==> src/rtl/cpu_pkg.sv <==
// cpu_pkg: shared opcodes, sequencer state encodings, instruction field positions and helpers.
// Latency: none (types, constants and pure functions only).
// Backpressure: not applicable.
package cpu_pkg;

  localparam int         CPU_DW     = 16;
  localparam int         CPU_RSW    = 3;
  localparam logic [2:0] CPU_PC_SEL = 3'b111;

  // Opcodes; 4'hA..4'hE are undefined
  localparam logic [3:0] OP_ADD  = 4'h0;
  localparam logic [3:0] OP_SUB  = 4'h1;
  localparam logic [3:0] OP_AND  = 4'h2;
  localparam logic [3:0] OP_OR   = 4'h3;
  localparam logic [3:0] OP_XOR  = 4'h4;
  localparam logic [3:0] OP_ADDI = 4'h5;
  localparam logic [3:0] OP_LDW  = 4'h6;
  localparam logic [3:0] OP_STW  = 4'h7;
  localparam logic [3:0] OP_BZ   = 4'h8;
  localparam logic [3:0] OP_JR   = 4'h9;
  localparam logic [3:0] OP_HALT = 4'hF;

  typedef enum logic [2:0] {
    S_FETCH  = 3'd0,
    S_FWAIT  = 3'd1,
    S_DECODE = 3'd2,
    S_EXEC   = 3'd3,
    S_MWAIT  = 3'd4,
    S_WB     = 3'd5,
    S_HALT   = 3'd6
  } state_t;

  // Instruction field positions; imm6 overlaps rs2
  localparam int OP_HI  = 15;
  localparam int OP_LO  = 12;
  localparam int RD_HI  = 11;
  localparam int RD_LO  = 9;
  localparam int RS1_HI = 8;
  localparam int RS1_LO = 6;
  localparam int RS2_HI = 5;
  localparam int RS2_LO = 3;
  localparam int IMM_HI = 5;
  localparam int IMM_LO = 0;

  function automatic logic [CPU_DW-1:0] sext6(input logic [5:0] v);
    return {{(CPU_DW-6){v[5]}}, v};
  endfunction

  function automatic logic is_illegal(input logic [3:0] op);
    return op inside {[4'hA:4'hE]};
  endfunction

endpackage

==> src/rtl/cpu_alu.sv <==
// cpu_alu: register-register and register-immediate arithmetic/logic for ADD..XOR and ADDI.
// Latency: purely combinational, zero cycles.
// Backpressure: none; the result follows the inputs.
module cpu_alu
  import cpu_pkg::*;
#(
  parameter int DW = CPU_DW
) (
  input  logic [3:0]    op,
  input  logic [DW-1:0] a,
  input  logic [DW-1:0] b,
  output logic [DW-1:0] result
);

  // Select the operation; everything wraps modulo 2^DW and no flags are produced
  always_comb begin
    result = '0;
    case (op)
      OP_ADD, OP_ADDI: result = a + b;
      OP_SUB:          result = a - b;
      OP_AND:          result = a & b;
      OP_OR:           result = a | b;
      OP_XOR:          result = a ^ b;
      default:         result = '0;
    endcase
  end

endmodule

==> src/rtl/cpu_ctrl.sv <==
// cpu_ctrl: multi-cycle fetch/decode/execute sequencer mastering the register file and memory port.
// Latency: 4 cycles minimum per instruction (FETCH, FWAIT, DECODE, EXEC); LDW/STW add MWAIT, LDW adds WB.
// Backpressure: each memory request is held with stable address/data until mem_ack; the FSM stalls meanwhile.
module cpu_ctrl
  import cpu_pkg::*;
#(
  parameter int             DW     = CPU_DW,
  parameter int             RSW    = CPU_RSW,
  parameter logic [RSW-1:0] PC_SEL = CPU_PC_SEL
) (
  input  logic           clk,
  input  logic           reset,
  input  logic [DW-1:0]  regr0,
  input  logic [DW-1:0]  regr1,
  output logic [RSW-1:0] regr0s,
  output logic [RSW-1:0] regr1s,
  output logic [RSW-1:0] regws,
  output logic [DW-1:0]  regw,
  output logic           we,
  output logic           incr_pc,
  output logic [DW-1:0]  mem_addr,
  output logic [DW-1:0]  mem_wdata,
  output logic           mem_we,
  output logic           mem_req,
  input  logic [DW-1:0]  mem_rdata,
  input  logic           mem_ack,
  output logic           halted,
  output logic           illegal
);

  state_t         state, state_nxt;
  logic [DW-1:0]  ir, mdr;
  logic [3:0]     op;
  logic [RSW-1:0] rd, rs1, rs2;
  logic [DW-1:0]  imm, alu_b, alu_y;
  logic           is_mem;

  assign op     = ir[OP_HI:OP_LO];
  assign rd     = ir[RD_HI:RD_LO];
  assign rs1    = ir[RS1_HI:RS1_LO];
  assign rs2    = ir[RS2_HI:RS2_LO];
  assign imm    = sext6(ir[IMM_HI:IMM_LO]);
  assign is_mem = (op == OP_LDW) || (op == OP_STW);
  assign alu_b  = (op == OP_ADDI) ? imm : regr1;

  cpu_alu #(.DW(DW)) u_alu (
    .op     (op),
    .a      (regr0),
    .b      (alu_b),
    .result (alu_y)
  );

  // State register
  always_ff @(posedge clk) begin
    if (reset) state <= S_FETCH;
    else       state <= state_nxt;
  end

  // Next-state logic; memory waits stall until mem_ack is sampled
  always_comb begin
    state_nxt = state;
    case (state)
      S_FETCH:  state_nxt = S_FWAIT;
      S_FWAIT:  if (mem_ack) state_nxt = S_DECODE;
      S_DECODE: begin
        if (is_illegal(op))     state_nxt = S_FETCH;
        else if (op == OP_HALT) state_nxt = S_HALT;
        else                    state_nxt = S_EXEC;
      end
      S_EXEC:   state_nxt = is_mem ? S_MWAIT : S_FETCH;
      S_MWAIT:  if (mem_ack) state_nxt = (op == OP_LDW) ? S_WB : S_FETCH;
      S_WB:     state_nxt = S_FETCH;
      S_HALT:   state_nxt = S_HALT;
      default:  state_nxt = S_FETCH;
    endcase
  end

  // Output logic, register selects: depend only on state and IR, never on read data
  always_comb begin
    regr0s = '0;
    regr1s = '0;
    regws  = '0;
    case (state)
      S_FETCH: regr0s = PC_SEL;
      S_EXEC: begin
        case (op)
          OP_ADD, OP_SUB, OP_AND, OP_OR, OP_XOR, OP_ADDI: begin
            regr0s = rs1;
            regr1s = rs2;
            regws  = rd;
          end
          OP_BZ: begin
            regr0s = rs1;
            regr1s = PC_SEL;
            regws  = PC_SEL;
          end
          OP_JR: begin
            regr0s = rs1;
            regws  = PC_SEL;
          end
          OP_LDW, OP_STW: begin
            regr0s = rs1;
            regr1s = rd;
          end
          default: ;
        endcase
      end
      S_WB:    regws = rd;
      default: ;
    endcase
  end

  // Output logic, write data and strobes; reset forces every strobe low
  always_comb begin
    regw    = '0;
    we      = 1'b0;
    incr_pc = 1'b0;
    illegal = 1'b0;
    case (state)
      S_DECODE: begin
        incr_pc = 1'b1;
        illegal = is_illegal(op);
      end
      S_EXEC: begin
        case (op)
          OP_ADD, OP_SUB, OP_AND, OP_OR, OP_XOR, OP_ADDI: begin
            regw = alu_y;
            we   = (rd != '0);
          end
          OP_BZ: begin
            regw = regr1 + (imm << 1);
            we   = (regr0 == '0);
          end
          OP_JR: begin
            regw = regr0;
            we   = 1'b1;
          end
          default: ;
        endcase
      end
      S_WB: begin
        regw = mdr;
        we   = (rd != '0);
      end
      default: ;
    endcase
    if (reset) begin
      we      = 1'b0;
      incr_pc = 1'b0;
      illegal = 1'b0;
    end
  end

  // Memory port, IR/MDR capture and sticky halt flag
  always_ff @(posedge clk) begin
    if (reset) begin
      mem_req   <= 1'b0;
      mem_we    <= 1'b0;
      mem_addr  <= '0;
      mem_wdata <= '0;
      ir        <= '0;
      mdr       <= '0;
      halted    <= 1'b0;
    end else begin
      case (state)
        S_FETCH: begin
          mem_addr <= regr0;
          mem_req  <= 1'b1;
          mem_we   <= 1'b0;
        end
        S_FWAIT: begin
          if (mem_ack) begin
            ir      <= mem_rdata;
            mem_req <= 1'b0;
          end
        end
        S_DECODE: begin
          if (op == OP_HALT) halted <= 1'b1;
        end
        S_EXEC: begin
          if (is_mem) begin
            mem_addr  <= regr0 + imm;
            mem_wdata <= regr1;
            mem_we    <= (op == OP_STW);
            mem_req   <= 1'b1;
          end
        end
        S_MWAIT: begin
          if (mem_ack) begin
            mem_req <= 1'b0;
            mem_we  <= 1'b0;
            mdr     <= mem_rdata;
          end
        end
        default: ;
      endcase
    end
  end

endmodule
==> config.mk <==
export PLATFORM = sky130hd
export DESIGN_NAME = cpu_ctrl
export DESIGN_NICKNAME = d
export VERILOG_FILES = /design/src/rtl/cpu_pkg.sv /design/src/rtl/cpu_alu.sv /design/src/rtl/cpu_ctrl.sv
export SDC_FILE = /design/constraint.sdc
export NUM_CORES = 1
export LEC_CHECK = 0
export BUFFER_PORTS_ARGS = -buffer_cell sky130_fd_sc_hd__buf_2
export CAP_MARGIN = 20
export CORE_MARGIN = 4
export CORE_UTILIZATION = 53
export DETAILED_ROUTE_END_ITERATION = 12
export GPL_ROUTABILITY_DRIVEN = 0
export GPL_TIMING_DRIVEN = 0
export PLACE_DENSITY = 0.83
export SYNTH_ARGS = -nofsm -noshare
export SYNTH_HDL_FRONTEND = slang
export SYNTH_SLANG_ARGS = --single-unit
==> constraint.sdc <==
create_clock -name clk -period 3.8 [get_ports clk]
set_input_delay 0.19 -clock clk [delete_from_list [all_inputs] [get_ports clk]]
set_output_delay 0.19 -clock clk [all_outputs]
set_load 0.01 [all_outputs]
# Yosys cells after proc, flatten, opt, wreduce, memory -nomap -nowiden
# Cells that the tools add are included.
# classes
n_eq_ne,20
bitwise_logic,3
mux,31
order_cmp,2
n_reduce_logical,23
addsub,4
# ops
op,n
case mux 16 bit (5 select lines),1
case mux 16 bit (2 select lines),2
adder 16 bit,3
case mux 16 bit (3 select lines),1
2-to-1 mux 16 bit,2
2-to-1 mux 3 bit,8
case mux 3 bit (2 select lines),3
case mux 3 bit (6 select lines),1
bitwise AND 16 bit,1
== test 4 x 3 -> 1 bit (second input constant),4
zero test 16 bit,1
bitwise OR 16 bit,1
subtractor 16 bit,1
bitwise XOR 16 bit,1
== test 4 bit (second input constant),3
AND reduction 2 bit,6
OR reduction 10 bit,1
== test 3 bit (second input constant),3
case mux 1 bit (3 select lines),3
case mux 3 bit (3 select lines),1
nonzero test 3 bit,3
== test 4 x 2 -> 1 bit (second input constant),2
2-to-1 mux 1 bit,8
OR reduction 2 bit,4
other kinds (15),19
# word_totals
out_inout_bits,63
register_bits,70
in_bits,51
word_cells,91

# Longest topological paths before layout
# depth
ltp_word,6
depth_mapped,20

# Modules after synthesis
# A second synthesis with hierarchy kept.
# unflattened
hier_cells,949
area_unflattened_um2,6966.7
# by_module_without_submodules
module,seq_area_each_um2,cells_each,instances,area_each_um2
cpu_ctrl,1401.3,691,1,5014.8
cpu_alu,0.0,258,1,1951.9

# Worst setup path after synthesis
# Ideal clock, no wire load.
# synth_timing
path_type,register to output
start,register ir[14]
end,output regw[10]
n_path_buf,4
required_ps,3610
t_arrival_ps,3977
stages_incl_launch_ff,21
setup_slack_ps,-367
path_cell_list,dfxtp_1 > buf_2 > nand4bb_1 > buf_2 > buf_2 > clkbuf_1 > nand2_1 > and2_1 > ha_1 > and2_1 > a21oi_1 > xnor2_1 > ha_1 > and3_1 > a2111oi_2 > nor3b_1 > o21a_1 > nor3_1 > nor2_1 > a221o_1 > a22o_1
# synth_between
elab_chain_len,6
word_cells_on_any_way,19
classes_between,add/sub: 2; eq/ne: 7; mux: 4; bitwise: 3; reduce/logical: 3
# synth_rtl
item,line,rtl
from (decl),cpu_ctrl.sv:32,"logic [DW-1:0] ir, mdr;"
from (signal assigned),cpu_ctrl.sv:173,ir <= mem_rdata;
== test 4 x 3 -> 1 bit,"cpu_alu.sv:18, cpu_ctrl.sv:44, cpu_ctrl.sv:125",
2-to-1 mux 16 bit,cpu_ctrl.sv:44,assign alu_b = (op == OP_ADDI) ? imm : regr1;
subtractor 16 bit (tied with other cells),cpu_alu.sv:20,OP_SUB: result = a - b;
case mux 16 bit (5 select lines),cpu_alu.sv:18,case (op)
case mux 16 bit (3 select lines) (*),cpu_ctrl.sv:125,case (op)
case mux 16 bit (2 select lines) (*),cpu_ctrl.sv:119,case (state)
to (decl),cpu_ctrl.sv:18,"output logic [DW-1:0] regw,"
# Mark *: on every way between the ends. The rest lies on a longest branch, timed or not.

# Final worst setup path
# layout_timing
start,register ir[12]
end,output regw[12]
# The elaborated chain is that of the path after synthesis.

==> impl_metrics.yaml <==
outcome:
  run_status: "finished, violations left"
  violations: "setup timing"
sta:
  fmax_ghz: 0.217
  final.setup.tns_ns: -6.84
  hold_viol: 0
  post-route-period-util_pct: 121
  report.final.setup_viol: 13
  tightestPinTransition_ns: 1.13
  slew-limit-headroom_pct: 24.2
  setup_slack_ns: -0.809
  shortest_period_the_worst_path_allows_ns: 4.61
  final.setup_skew_ns: 0.0125
  rsz0062_at_grt: "true"
  final_max_slew_violation_count: 0
floorplanning:
  coreArea_sq_um: 12600
  floorplan.die.height_um: 121
  dieArea_sq_um: 14700
  rows: 41
  overall_die_width_um: 121
  initial_utilization_pct: 53.9
  io-pin-count: 114
synthesis:
  postSynthAreaPerCell_sq_um: 7.17
  most_common_flop_cell_mapped_by_yosys: "sky130_fd_sc_hd__dfxtp_1"
  post_synth_num_cell_types: 70
  seq_area_frac_synth_pct: 20.7
  synthDominantCellAreaShare_pct: 20.7
  postSynthRegisterBits: 70
  postSynth.asyncResetShare_pct: 0
  post_synth_instance_area_sq_um: 6770
  post_synth_inst_count: 944
  synth.top_cells.by_area: "sky130_fd_sc_hd__dfxtp_1, sky130_fd_sc_hd__ha_1, sky130_fd_sc_hd__nand2_1"
  synthesis.nets: 1075
  number_of_enable_type_register_cells_in_the_synthesized_netlist: 0
  yosysWarnings: 0
  synthDominantAreaCellType: "sky130_fd_sc_hd__dfxtp_1"
global_route:
  first_global_vias: 7240
  grt_start_max_net_pins: 29
  first_pass_grt_wire_length_um: 38000
  grt_overflow: 0
  antenna_found_initial: 0
  global_route_usage_over_all_layers_pct: 32.9
setup_path:
  r2r_start: "ir[5]"
  critical_path.endpoint_type: "output port"
  crit_path_start_kind: "flop"
  reg2reg_setup_slack_ns: 0.96
  ff2ff_path_depth: 9
  crit_start: "ir[12]"
  reg_to_reg_end: "mem_addr[15]"
  critical_setup_path_kind: "reg2out"
  highest_net_fanout_along_the_worst_path: 3
  worstPathRequired_ns: 3.61
  worst-endpoint-arrival_ns: 4.42
route:
  post_drt_via_cell_ratio: 6.44
  detail-route-antenna-nets: 0
  route.vias.total: 8232
  firstDrtPassIters: 7
  drt_iter0_drc: 1154
  finalWirelength_um: 26300
  avgRoutedWirePerCell_um: 20.5
  route.detailed.drc: 0
layout:
  num-fill-cells: 1029
  finish.utilization_pct: 68.4
  flow.area_growth_from_synthesis_pct: 26.9
  layout.nets: 1234
  mostFrequentLayoutCell: "sky130_fd_sc_hd__nand2_1"
  finalInstanceArea_sq_um: 8600
  drive_gt1_share_pct: 22.8
  mostFrequentLayoutCells: "sky130_fd_sc_hd__nand2_1, sky130_fd_sc_hd__buf_2, sky130_fd_sc_hd__a21oi_1, sky130_fd_sc_hd__nor2_1, sky130_fd_sc_hd__ha_1"
  antenna_cells: 0
power_and_ir_drop:
  totalPowerFinal_mw: 2.75
  leakage_nw: 3.74
  vdd_ir_drop_max_uv: 363
  p_per_area_nw_per_um2: 320
run:
  max-cap-violations: 0
min_path:
  hold_start: "mem_rdata[14]"
  holdPathEnd: "ir[14]"
  worstHoldPathType: "in2reg"
  holdPathStages: 3
clock_network:
  clockRootBuffer: "sky130_fd_sc_hd__clkbuf_16"
  clk-insertion-delay-late_ns: 0.36
  cts_buffers: 9
  cts.path.max_buffers: 2
  worst_setup_hold_path_clk_slew_ns: 0.06
  cts.sink_count: 70
  cts_tree: "yes"
  clock_tree.htree_level_count: 3
  cts_hold_buf: 0
placed_design:
  place_worst_setup_slack_ns: -0.805
  placed_cell_area_sq_um: 7590
  dpl_hpwl_um: 17500
  placement.io_buffers: 112
-- cells by family after synthesis --
logic type               count (synthesis)  share of synthesized area (%)
AND/OR/NAND/NOR                        362                           24.3
AO/OA/AOI/OAI                          289                           27.7
buffers and inverters                   90                           5.12
adder cells (fa/ha/maj)                 81                           15.3
flip-flops                              70                           20.7
XOR/XNOR                                42                           5.43
multiplexers                            10                           1.50
-- flip-flops by register name, indices dropped and copies added (netlist names) --
register	cells
mdr	16
mem_req	1
mem_wdata	16
ir	16
state	3
mem_we	1
halted	1
mem_addr	16
-- layout make-up --
cell class | instances | area [sq um] | share of cell area (%)
flip-flops and latches | 70 | 1410 | 16.4
plain buffers | 44 | 219 | 2.55
clock inverters | 5 | 83.8 | 0.975
multi-input cells | 784 | 5390 | 62.7
well taps | 172 | 215 | 2.50
repair buffers | 152 | 880 | 10.2
inverters | 42 | 158 | 1.83
clock buffers | 10 | 239 | 2.78
-- cell usage after synthesis (all sizes together) (8+ instances only) --
cell / instances
nand2: 171
a21oi: 118
nor2: 79
ha: 77
dfxtp: 70
o21ai: 47
inv: 42
clkbuf: 38
xnor2: 32
nor3: 25
a211oi: 17
nand2b: 12
o21a: 12
and2: 11
and3: 10
buf: 10
nand3: 10
xor2: 10
a221oi: 9
a22o: 9
mux2i: 9
nor4: 9
a22oi: 8
nor2b: 8
or3: 8
-- critical path, cell delays in order (launching register included) --
cell	delay, ns
sky130_fd_sc_hd__dfxtp_4	0.37
sky130_fd_sc_hd__buf_8	0.10
sky130_fd_sc_hd__nor2b_4	0.13
sky130_fd_sc_hd__and3b_2	0.27
sky130_fd_sc_hd__nand2_1	0.07
sky130_fd_sc_hd__and2_4	0.19
sky130_fd_sc_hd__ha_4	0.16
sky130_fd_sc_hd__buf_4	0.14
sky130_fd_sc_hd__and2_4	0.15
sky130_fd_sc_hd__a21oi_4	0.15
sky130_fd_sc_hd__xnor2_2	0.09
sky130_fd_sc_hd__ha_1	0.38
sky130_fd_sc_hd__and3_4	0.22
sky130_fd_sc_hd__a2111oi_4	0.40
sky130_fd_sc_hd__buf_4	0.20
sky130_fd_sc_hd__o31ai_4	0.07
sky130_fd_sc_hd__o21a_1	0.20
sky130_fd_sc_hd__nor2_1	0.11
sky130_fd_sc_hd__xnor2_1	0.15
sky130_fd_sc_hd__nand2_1	0.10
sky130_fd_sc_hd__a32oi_2	0.26
sky130_fd_sc_hd__buf_2	0.16
-- per-stage QoR --
step,hold WS [ns],cells
3_3_place_gp,0.440,1228
6_report,0.0782,1279
3_5_place_dp,0.444,1228
4_1_cts,0.0820,1267
2_1_floorplan,0.326,944
5_1_grt,0.0974,1279
-- power by group --
group	switching (mW)	leakage, nW	internal, mW
clock network	0.354	0.151	0.590
logic	0.593	3.02	0.421
registers	0.0279	0.573	0.763
-- repair_timing --
action / in CTS / in global routing
buffers inserted: 26 / 13
pin swaps: 38 / 35
gates resized for setup: 57 / 32
endpoints found under the setup margin: 12 / 12
-- layer usage --
| metal | global-route usage [%] | share of wire [%] | vias up |
|---|---|---|---|
| met4 | 16.9 | 7.0 | 0 |
| met2 | 49.3 | 42 | 656 |
| met5 | 0 | 0 | - |
| met3 | 9.00 | 14 | 198 |
| met1 | 43.3 | 37 | 3695 |
| li1 | - | - | 3683 |
-- how the worst max path moves through the flow --
stage / end
after CTS: regw[13]
after global placement: regw[13]
after floorplan: regw[10]
final: regw[12]
after detailed placement: regw[13]
after global routing: regw[12]
Power figures use the tool's default switching activity.
